===== src/rtl/voice_mixer_if.sv =====
// voice_mixer_if: groups the sample-set input and the mixed-output handshake
// of the voice mixer. The master side is the synth stage plus downstream
// serializer; the slave side is the mixer itself.
interface voice_mixer_if #(
  parameter int AUDIO_WIDTH = 32,
  parameter int NUM_VOICES  = 8,
  parameter int OUT_WIDTH   = 24
) ();
  logic                              sample_valid;
  logic [NUM_VOICES*AUDIO_WIDTH-1:0] voices_in;
  logic [NUM_VOICES-1:0]             note_on;
  logic [OUT_WIDTH-1:0]              mix_out;
  logic                              mix_valid;
  logic                              mix_ready;
  logic                              mix_clip;
  logic                              overrun;
  logic                              ovr_clr;

  modport master (
    output sample_valid, voices_in, note_on, mix_ready, ovr_clr,
    input  mix_out, mix_valid, mix_clip, overrun
  );

  modport slave (
    input  sample_valid, voices_in, note_on, mix_ready, ovr_clr,
    output mix_out, mix_valid, mix_clip, overrun
  );
endinterface


===== src/rtl/voice_mixer.sv =====
// voice_mixer: snapshots all voices on sample_valid, sums the enabled ones
// serially (one voice per clock), shifts and saturates the sum to OUT_WIDTH
// and offers the result on a valid/ready handshake.
// Optional feature macro: VOICE_MIXER_PEAK_EN adds a peak-level meter
// (peak_level output, peak_clr input) updated on every accepted mix.
// The scale step takes two clocks (shift, then saturate) so that mix_valid
// rises NUM_VOICES+2 edges after the strobe is sampled.
// Saturation bounds assume AUDIO_WIDTH + clog2(NUM_VOICES) >= OUT_WIDTH.
module voice_mixer #(
  parameter int AUDIO_WIDTH = 32,
  parameter int NUM_VOICES  = 8,
  parameter int OUT_WIDTH   = 24,
  parameter int MIX_SHIFT   = 8
) (
  input  logic                 clk,
  input  logic                 rst,
  voice_mixer_if.slave         bus
`ifdef VOICE_MIXER_PEAK_EN
  ,
  output logic [OUT_WIDTH-1:0] peak_level,
  input  logic                 peak_clr
`endif
);

  localparam int ACC_W = AUDIO_WIDTH + $clog2(NUM_VOICES);
  localparam int IDX_W = $clog2(NUM_VOICES);
  localparam logic [IDX_W-1:0] LAST_IDX = IDX_W'(NUM_VOICES - 1);
  localparam logic signed [ACC_W-1:0] SAT_MAX =
    {{(ACC_W-OUT_WIDTH+1){1'b0}}, {(OUT_WIDTH-1){1'b1}}};
  localparam logic signed [ACC_W-1:0] SAT_MIN =
    {{(ACC_W-OUT_WIDTH+1){1'b1}}, {(OUT_WIDTH-1){1'b0}}};
  localparam logic [OUT_WIDTH-1:0] OUT_MAX_CODE = {1'b0, {(OUT_WIDTH-1){1'b1}}};
  localparam logic [OUT_WIDTH-1:0] OUT_MIN_CODE = {1'b1, {(OUT_WIDTH-1){1'b0}}};

  typedef enum logic [1:0] {
    IDLE  = 2'd0,
    ACCUM = 2'd1,
    SCALE = 2'd2,
    HOLD  = 2'd3
  } state_t;

  state_t                            state_r;
  state_t                            state_nx;
  logic [NUM_VOICES*AUDIO_WIDTH-1:0] voices_snap_r;
  logic [NUM_VOICES-1:0]             note_snap_r;
  logic signed [ACC_W-1:0]           acc_r;
  logic [IDX_W-1:0]                  idx_r;
  logic                              scale_ph_r;
  logic [OUT_WIDTH-1:0]              mix_out_r;
  logic                              mix_valid_r;
  logic                              mix_clip_r;
  logic                              overrun_r;

  logic                              take_snap_s;
  logic                              drop_s;
  logic                              handshake_s;
  logic                              accum_last_s;
  logic signed [AUDIO_WIDTH-1:0]     voice_sel_s;
  logic signed [ACC_W-1:0]           addend_s;
  logic signed [ACC_W-1:0]           shifted_s;
  logic [OUT_WIDTH-1:0]              sat_val_s;
  logic                              sat_clip_s;

  // Next-state logic and control strobes for the mix sequence.
  always_comb begin
    state_nx     = state_r;
    take_snap_s  = 1'b0;
    drop_s       = 1'b0;
    handshake_s  = 1'b0;
    accum_last_s = 1'b0;
    case (state_r)
      IDLE: begin
        if (bus.sample_valid) begin
          take_snap_s = 1'b1;
          state_nx    = ACCUM;
        end else begin
          state_nx    = IDLE;
        end
      end
      ACCUM: begin
        drop_s = bus.sample_valid;
        if (idx_r == LAST_IDX) begin
          accum_last_s = 1'b1;
          state_nx     = SCALE;
        end else begin
          state_nx     = ACCUM;
        end
      end
      SCALE: begin
        drop_s = bus.sample_valid;
        if (scale_ph_r) begin
          state_nx = HOLD;
        end else begin
          state_nx = SCALE;
        end
      end
      HOLD: begin
        if (bus.mix_ready) begin
          handshake_s = 1'b1;
          if (bus.sample_valid) begin
            take_snap_s = 1'b1;
            state_nx    = ACCUM;
          end else begin
            state_nx    = IDLE;
          end
        end else begin
          drop_s   = bus.sample_valid;
          state_nx = HOLD;
        end
      end
      default: begin
        state_nx = IDLE;
      end
    endcase
  end

  // Datapath: select the current voice, gate it, shift and saturate the sum.
  always_comb begin
    voice_sel_s = voices_snap_r[int'(idx_r)*AUDIO_WIDTH +: AUDIO_WIDTH];
    if (note_snap_r[idx_r]) begin
      addend_s = ACC_W'(voice_sel_s);
    end else begin
      addend_s = {ACC_W{1'b0}};
    end
    shifted_s = acc_r >>> MIX_SHIFT;
    if (acc_r > SAT_MAX) begin
      sat_val_s  = OUT_MAX_CODE;
      sat_clip_s = 1'b1;
    end else if (acc_r < SAT_MIN) begin
      sat_val_s  = OUT_MIN_CODE;
      sat_clip_s = 1'b1;
    end else begin
      sat_val_s  = acc_r[OUT_WIDTH-1:0];
      sat_clip_s = 1'b0;
    end
  end

  // State register.
  always_ff @(posedge clk or negedge rst) begin
    if (!rst) begin
      state_r <= IDLE;
    end else begin
      state_r <= state_nx;
    end
  end

  // Snapshot, serial accumulation and in-place shift of the running sum.
  always_ff @(posedge clk or negedge rst) begin
    if (!rst) begin
      voices_snap_r <= {(NUM_VOICES*AUDIO_WIDTH){1'b0}};
      note_snap_r   <= {NUM_VOICES{1'b0}};
      acc_r         <= {ACC_W{1'b0}};
      idx_r         <= {IDX_W{1'b0}};
      scale_ph_r    <= 1'b0;
    end else begin
      if (take_snap_s) begin
        voices_snap_r <= bus.voices_in;
        note_snap_r   <= bus.note_on;
        acc_r         <= {ACC_W{1'b0}};
        idx_r         <= {IDX_W{1'b0}};
        scale_ph_r    <= 1'b0;
      end else if (state_r == ACCUM) begin
        acc_r      <= acc_r + addend_s;
        idx_r      <= accum_last_s ? {IDX_W{1'b0}} : idx_r + IDX_W'(1);
        scale_ph_r <= 1'b0;
      end else if (state_r == SCALE && !scale_ph_r) begin
        acc_r      <= shifted_s;
        scale_ph_r <= 1'b1;
      end else begin
        scale_ph_r <= 1'b0;
      end
    end
  end

  // Output register: load the saturated mix, hold it until the handshake.
  always_ff @(posedge clk or negedge rst) begin
    if (!rst) begin
      mix_out_r   <= {OUT_WIDTH{1'b0}};
      mix_clip_r  <= 1'b0;
      mix_valid_r <= 1'b0;
    end else if (state_r == SCALE && scale_ph_r) begin
      mix_out_r   <= sat_val_s;
      mix_clip_r  <= sat_clip_s;
      mix_valid_r <= 1'b1;
    end else if (handshake_s) begin
      mix_valid_r <= 1'b0;
    end else begin
      mix_valid_r <= mix_valid_r;
    end
  end

  // Sticky overrun flag; a drop in the same cycle as a clear wins.
  always_ff @(posedge clk or negedge rst) begin
    if (!rst) begin
      overrun_r <= 1'b0;
    end else if (drop_s) begin
      overrun_r <= 1'b1;
    end else if (bus.ovr_clr) begin
      overrun_r <= 1'b0;
    end else begin
      overrun_r <= overrun_r;
    end
  end

  assign bus.mix_out   = mix_out_r;
  assign bus.mix_valid = mix_valid_r;
  assign bus.mix_clip  = mix_clip_r;
  assign bus.overrun   = overrun_r;

`ifdef VOICE_MIXER_PEAK_EN
  logic [OUT_WIDTH-1:0] peak_r;
  logic [OUT_WIDTH-1:0] mag_s;

  // Magnitude of the current mix, with the most negative code clamped.
  always_comb begin
    if (mix_out_r == OUT_MIN_CODE) begin
      mag_s = OUT_MAX_CODE;
    end else if (mix_out_r[OUT_WIDTH-1]) begin
      mag_s = (~mix_out_r) + OUT_WIDTH'(1);
    end else begin
      mag_s = mix_out_r;
    end
  end

  // Peak meter: track the largest accepted magnitude; clear has priority.
  always_ff @(posedge clk or negedge rst) begin
    if (!rst) begin
      peak_r <= {OUT_WIDTH{1'b0}};
    end else if (peak_clr) begin
      peak_r <= {OUT_WIDTH{1'b0}};
    end else if (handshake_s && (mag_s > peak_r)) begin
      peak_r <= mag_s;
    end else begin
      peak_r <= peak_r;
    end
  end

  assign peak_level = peak_r;
`endif

endmodule


===== src/flat_wrapper.sv =====
// flat-port wrapper written by rule: the top's interface ports become plain ports
module voice_mixer_flat 
#(
  parameter int AUDIO_WIDTH = 32,
  parameter int NUM_VOICES  = 8,
  parameter int OUT_WIDTH   = 24,
  parameter int MIX_SHIFT   = 8
)
  (clk, rst, bus_sample_valid, bus_voices_in, bus_note_on, bus_mix_ready, bus_ovr_clr, bus_mix_out, bus_mix_valid, bus_mix_clip, bus_overrun);
  voice_mixer_if #(.AUDIO_WIDTH(AUDIO_WIDTH), .NUM_VOICES(NUM_VOICES), .OUT_WIDTH(OUT_WIDTH)) bus_i ();
  input  logic clk;
  input  logic rst;
  input wire logic [$bits(bus_i.sample_valid)-1:0] bus_sample_valid;
  input wire logic [$bits(bus_i.voices_in)-1:0] bus_voices_in;
  input wire logic [$bits(bus_i.note_on)-1:0] bus_note_on;
  input wire logic [$bits(bus_i.mix_ready)-1:0] bus_mix_ready;
  input wire logic [$bits(bus_i.ovr_clr)-1:0] bus_ovr_clr;
  output wire logic [$bits(bus_i.mix_out)-1:0] bus_mix_out;
  output wire logic [$bits(bus_i.mix_valid)-1:0] bus_mix_valid;
  output wire logic [$bits(bus_i.mix_clip)-1:0] bus_mix_clip;
  output wire logic [$bits(bus_i.overrun)-1:0] bus_overrun;
  assign bus_i.sample_valid = bus_sample_valid;
  assign bus_i.voices_in = bus_voices_in;
  assign bus_i.note_on = bus_note_on;
  assign bus_i.mix_ready = bus_mix_ready;
  assign bus_i.ovr_clr = bus_ovr_clr;
  assign bus_mix_out = bus_i.mix_out;
  assign bus_mix_valid = bus_i.mix_valid;
  assign bus_mix_clip = bus_i.mix_clip;
  assign bus_overrun = bus_i.overrun;
  voice_mixer #(.AUDIO_WIDTH(AUDIO_WIDTH), .NUM_VOICES(NUM_VOICES), .OUT_WIDTH(OUT_WIDTH), .MIX_SHIFT(MIX_SHIFT)) u_core (.clk(clk), .rst(rst), .bus(bus_i));
endmodule

===== config.mk =====
export PLATFORM = sky130hd
export DESIGN_NAME = voice_mixer_flat
export DESIGN_NICKNAME = d
export VERILOG_FILES = /design/src/rtl/voice_mixer_if.sv /design/src/rtl/voice_mixer.sv /design/src/flat_wrapper.sv
export SDC_FILE = /design/constraint.sdc
export NUM_CORES = 1
export LEC_CHECK = 0
export ABC_AREA = 1
export BUFFER_PORTS_ARGS = -buffer_cell sky130_fd_sc_hd__buf_2
export CORE_MARGIN = 5
export CORE_UTILIZATION = 56
export CTS_BUF_LIST = sky130_fd_sc_hd__clkbuf_16
export DETAILED_ROUTE_END_ITERATION = 6
export PLACE_DENSITY = 0.82
export SYNTH_ARGS = -nofsm -noshare
export SYNTH_HDL_FRONTEND = slang
export SYNTH_SLANG_ARGS = --single-unit
export TNS_END_PERCENT = 10

===== constraint.sdc =====
create_clock -name clk -period 3.7 [get_ports clk]
set_input_delay 0.555 -clock clk [delete_from_list [all_inputs] [get_ports clk]]
set_output_delay 0.555 -clock clk [all_outputs]
set_load 0.01 [all_outputs]

==> flow_summary.html <==
<table>
<tr><th>Metric</th><th>Value</th></tr>
<tr><th colspan="2">Detailed routing</th></tr>
<tr><td>Final routed wire length divided by cell count</td><td>~18 um</td></tr>
<tr><td>Pre-antenna DRT Iters</td><td>7</td></tr>
<tr><td>Post-detailed-routing wire length</td><td>55800 um</td></tr>
<tr><td>Number of nets with antenna violations after routing</td><td>0</td></tr>
<tr><td>Via-to-Cell Ratio</td><td>5.51</td></tr>
<tr><td>Number of DRC markers in iteration 0</td><td>1677</td></tr>
<tr><td>Overall via count from detail_route</td><td>17600</td></tr>
<tr><td>DR DRC count</td><td>0</td></tr>
<tr><th colspan="2">Synth</th></tr>
<tr><td>Post-synthesis mux area share</td><td>0%</td></tr>
<tr><td>Fraction of the mapped netlist area in compound gates</td><td>11.0%</td></tr>
<tr><td>Distinct cell type count of the synthesized netlist</td><td>36</td></tr>
<tr><td>Syn_area_per_cell</td><td>7.06 um^2</td></tr>
<tr><td>FF+latch count, synth</td><td>332</td></tr>
<tr><td>Most frequently used flop master after synthesis</td><td>dfrtp_1</td></tr>
<tr><td>Area share of and/or/nand/nor cells after synthesis</td><td>31.8%</td></tr>
<tr><td>Largest family of logic cells by synthesized area</td><td>simple AND/OR/NAND/NOR gates</td></tr>
<tr><td>Async set-or-reset flop fraction in the synthesized netlist</td><td>100%</td></tr>
<tr><td>Post-Syn Instances</td><td>between 2000 and 3000</td></tr>
<tr><td>Post-synthesis cell area</td><td>between 15000 and 20000 um^2</td></tr>
<tr><td>Area share of xor/xnor cells in the synthesized design</td><td>less than 1%</td></tr>
<tr><td>Area share of fa/ha/maj cells after synthesis</td><td>2.99%</td></tr>
<tr><td>Seq/Total Area, Yosys</td><td>between 40 and 50%</td></tr>
<tr><td>Synth Net Count</td><td>roughly 2800</td></tr>
<tr><td>Count of warnings emitted by yosys</td><td>0</td></tr>
<tr><td>Number of enable-type register cells in the synthesized netlist</td><td>0</td></tr>
<tr><th colspan="2">Worst setup path</th></tr>
<tr><td>Required time of the critical path</td><td>4.11 ns</td></tr>
<tr><td>Cells along the critical path</td><td>clkinv_2, buf_12, buf_4, nor2_1, o22ai_1, nand2_1, nand2_1, nand2_1, inv_1, ha_1, a21oi_1, o21ai_0, a21oi_1, nand2_1, nand2_1, nand2_1, nand2_1, nand3_1, nand2_1, nand2_1</td></tr>
<tr><td>Critical path startpoint category</td><td>flop</td></tr>
<tr><td>Critical Path AT</td><td>3.81 ns</td></tr>
<tr><td>Crit-path slowest cell</td><td>dfrtp_4</td></tr>
<tr><td>Capturing element type of the critical path</td><td>flop</td></tr>
<tr><td>Most used cell, CP</td><td>nand2_1</td></tr>
<tr><td>Max FO, Critical Path</td><td>48</td></tr>
<tr><td>CP peak stage delay</td><td>0.54 ns</td></tr>
<tr><td>Category of the most critical setup path</td><td>reg2reg</td></tr>
<tr><td>Number of cell instances on the worst register-to-register path</td><td>20</td></tr>
<tr><th colspan="2">STA</th></tr>
<tr><td>Final Max Slew Viols</td><td>0</td></tr>
<tr><td>Fin Clk Skew</td><td>0.0196 ns</td></tr>
<tr><td>Aggregate negative setup slack</td><td>0 ns</td></tr>
<tr><td>Setup ws final</td><td>0.295 ns</td></tr>
<tr><td>Worst max-slew margin expressed relative to the limit</td><td>25.0%</td></tr>
<tr><td>Final worst-path cycle share</td><td>92.0%</td></tr>
<tr><td>Total count of hold-check failures in the final report</td><td>0</td></tr>
<tr><td>Minimum clock period</td><td>3.41 ns</td></tr>
<tr><td>Number of setup violations in the final report</td><td>0</td></tr>
<tr><td>Peak Freq</td><td>294 MHz</td></tr>
<tr><td>Unrepaired setup endpoints after global routing</td><td>no</td></tr>
<tr><td>Least-Margin Pin Slew</td><td>~1.1 ns</td></tr>
<tr><th colspan="2">Global route</th></tr>
<tr><td>Number of antenna violations at the first check in global routing</td><td>0</td></tr>
<tr><td>Vias in the first global route</td><td>roughly 17000</td></tr>
<tr><td>Global-route usage over all layers</td><td>between 30 and 40%</td></tr>
<tr><td>Wire length of the first global-routing pass</td><td>about 90000 um</td></tr>
<tr><td>Global routing usage on met3</td><td>5.56%</td></tr>
<tr><td>Maximum number of pins on one net before global-route repair</td><td>257</td></tr>
<tr><td>Aggregate global routing overflow</td><td>0</td></tr>
<tr><td>Met2 Usage GRT</td><td>47.8%</td></tr>
<tr><td>Met1 usage in global routing</td><td>45.8%</td></tr>
<tr><td>Most utilized layer in the global route result</td><td>met2</td></tr>
<tr><th colspan="2">Final layout</th></tr>
<tr><td>Share of final-layout standard cells stronger than drive strength 1</td><td>14.2%</td></tr>
<tr><td>Commonest cells after routing, fill and taps aside</td><td>nand2_1 (1198), dfrtp_1 (330), buf_2 (294)</td></tr>
<tr><td>Number of nets in the final layout</td><td>between 3000 and 4000</td></tr>
<tr><td>Area growth from synthesis to layout</td><td>16.9%</td></tr>
<tr><td>Utilization after layout</td><td>about 66%</td></tr>
<tr><td>Filler cell count</td><td>2768</td></tr>
<tr><td>Most frequent standard cell in the layout excluding fill and tap cells</td><td>nand2_1</td></tr>
<tr><td>Final antenna diode count</td><td>0</td></tr>
<tr><th colspan="2">Die</th></tr>
<tr><td>Std-Cell Core Area</td><td>31500 um^2</td></tr>
<tr><td>Die area</td><td>35500 um^2</td></tr>
<tr><td>Standard-cell row count</td><td>65</td></tr>
<tr><td>Initial Utilization</td><td>between 50% and 60%</td></tr>
<tr><td>Horizontal die dimension</td><td>188 um</td></tr>
<tr><td>Die boundary height</td><td>188 um</td></tr>
<tr><td>I/O pin cnt</td><td>296</td></tr>
<tr><th colspan="2">Power</th></tr>
<tr><td>Max IR drop VDD</td><td>between 0.4 and 0.5 mV</td></tr>
<tr><td>Power density relative to cell area</td><td>roughly 950 nW/um^2</td></tr>
<tr><td>Static Leakage</td><td>11.9 nW</td></tr>
<tr><th colspan="2">Clock network</th></tr>
<tr><td>CTS Hold Bufs</td><td>0</td></tr>
<tr><td>Clock-pin slew on the worst setup and hold paths</td><td>0.06 ns</td></tr>
<tr><td>Post-CTS repair timing setup buffer count</td><td>0</td></tr>
<tr><td>Cts repair resizes</td><td>0</td></tr>
<tr><td>TritonCTS clock tree</td><td>built</td></tr>
<tr><td>Number of buffers inserted during clock tree synthesis</td><td>36</td></tr>
<tr><td>CTS root buf</td><td>clkbuf_16</td></tr>
<tr><td>H-tree depth</td><td>2</td></tr>
<tr><td>Clock latency reported for the late side of the worst-skew pair</td><td>0.52 ns</td></tr>
<tr><td>Clk sink count</td><td>332</td></tr>
<tr><td>Maximum number of buffers from clock root to sink</td><td>3</td></tr>
<tr><th colspan="2">Hold path</th></tr>
<tr><td>Worst min path class</td><td>in2async</td></tr>
<tr><th colspan="2">Run status</th></tr>
<tr><td>Run status</td><td>completed</td></tr>
<tr><th colspan="2">Placement</th></tr>
<tr><td>Half-perimeter wire length after placement</td><td>40600 um</td></tr>
<tr><td># port buffers</td><td>295</td></tr>
<tr><td>Post-Place Worst Slack</td><td>0.383 ns</td></tr>
<tr><td>RePlAce Congestion</td><td>0.959</td></tr>
<tr><th colspan="2">Flow run</th></tr>
<tr><td>Maximum Capacitance Violations</td><td>0</td></tr>
</table>
-- synthesized netlist by cell type, types with 2 or more instances --
master | n | area, um^2
nand4_1 | 7 | 43.8
nand3_1 | 61 | 305
a21oi_1 | 56 | 280
dfrtp_1 | 332 | 8310
buf_6 | 3 | 33.8
o22ai_1 | 68 | 425
nand2_2 | 2 | 12.5
clkbuf_1 | 82 | 308
nor4_1 | 3 | 18.8
o21bai_1 | 4 | 30.0
buf_4 | 12 | 90.1
xor2_1 | 4 | 35.0
o21ai_0 | 186 | 931
or2_2 | 2 | 12.5
o211ai_1 | 7 | 52.6
inv_1 | 187 | 702
nor3_1 | 8 | 40.0
inv_2 | 3 | 11.3
nand2_1 | 1198 | 4500
nor2_1 | 187 | 702
buf_2 | 20 | 100
a22o_1 | 23 | 201
buf_1 | 12 | 45.0
ha_1 | 41 | 513
-- power by group --
group | leakage [nW] | switching [mW] | internal [mW]
clock network | 0.591 | 1.48 | 2.12
registers | 4.18 | 1.02 | 5.22
logic | 7.08 | 6.65 | 3.29
total | 11.9 | 9.15 | 10.6
-- layout make-up --
| type | count | area (um^2) | area share (%) |
|---|---|---|---|
| Inverter | 191 | 726 | 3.49 |
| Tap cell | 402 | 503 | 2.42 |
| Multi-Input combinational cell | 1868 | 8210 | 39.4 |
| Clock inverter | 27 | 262 | 1.26 |
| Clock buffer | 36 | 901 | 4.33 |
| Sequential cell | 332 | 8310 | 39.9 |
| Timing Repair Buffer | 334 | 1900 | 9.15 |
-- through the flow --
stage	power, mW	hold slack (ns)	cells	area (um^2)
after global routing	21.4	0.0904	3190	20800
after global placement	15.8	0.451	3127	19700
final	19.8	0.0442	3190	20800
after detailed placement	16.0	0.454	3127	19700
after CTS	19.6	0.0610	3190	20800
after floorplan	12.9	0.259	2520	17800
-- worst max-delay path: cells and delay by family, from the launching register on --
kind                       cells  cell delay [ns]
AOI/OAI and AO/OA              4             0.89
and+or+nand+nor               11             0.95
DFF                            1             0.54
adders and majority gates      1             0.27
buffers and inverters          4             0.63
-- sequential cells by signal, indices dropped and copies added (netlist names) --
| register | cells |
|---|---|
| u_core.bus.mix_out | 24 |
| u_core.state_r | 2 |
| u_core.scale_ph_r | 1 |
| u_core.idx_r | 3 |
| u_core.bus.mix_clip | 1 |
| u_core.voices_snap_r | 256 |
| u_core.bus.overrun | 1 |
| u_core.note_snap_r | 8 |
| u_core.bus.mix_valid | 1 |
| u_core.acc_r | 35 |
-- layer usage --
layer  vias up  wire [um]
met3        99       4850
li1       8394          -
met1      8228      24500
met2       850      24900
met4         0       1540
met5         -          0
-- worst paths after layout --
check	start	endpoint	slack [ns]
min reg2reg	u_core.bus.mix_valid	u_core.bus.mix_valid	0.47
max	u_core.idx_r[0]	u_core.acc_r[30]	0.29
max in group asynchronous	rst	u_core.voices_snap_r[153]	2.76
min in group clk	bus_voices_in[139]	u_core.voices_snap_r[139]	0.22
max reg2reg	u_core.idx_r[0]	u_core.acc_r[30]	0.29
min	rst	u_core.bus.mix_out[15]	0.04
-- logic make-up after synthesis --
family | Yosys count
AND/OR/NAND/NOR | 1473
adder cells (fa/ha/maj) | 42
XOR/XNOR | 4
flip-flops | 332
AO/OA/AOI/OAI | 349
buffers and inverters | 320
No activity file was read; power rests on OpenSTA's default activity.
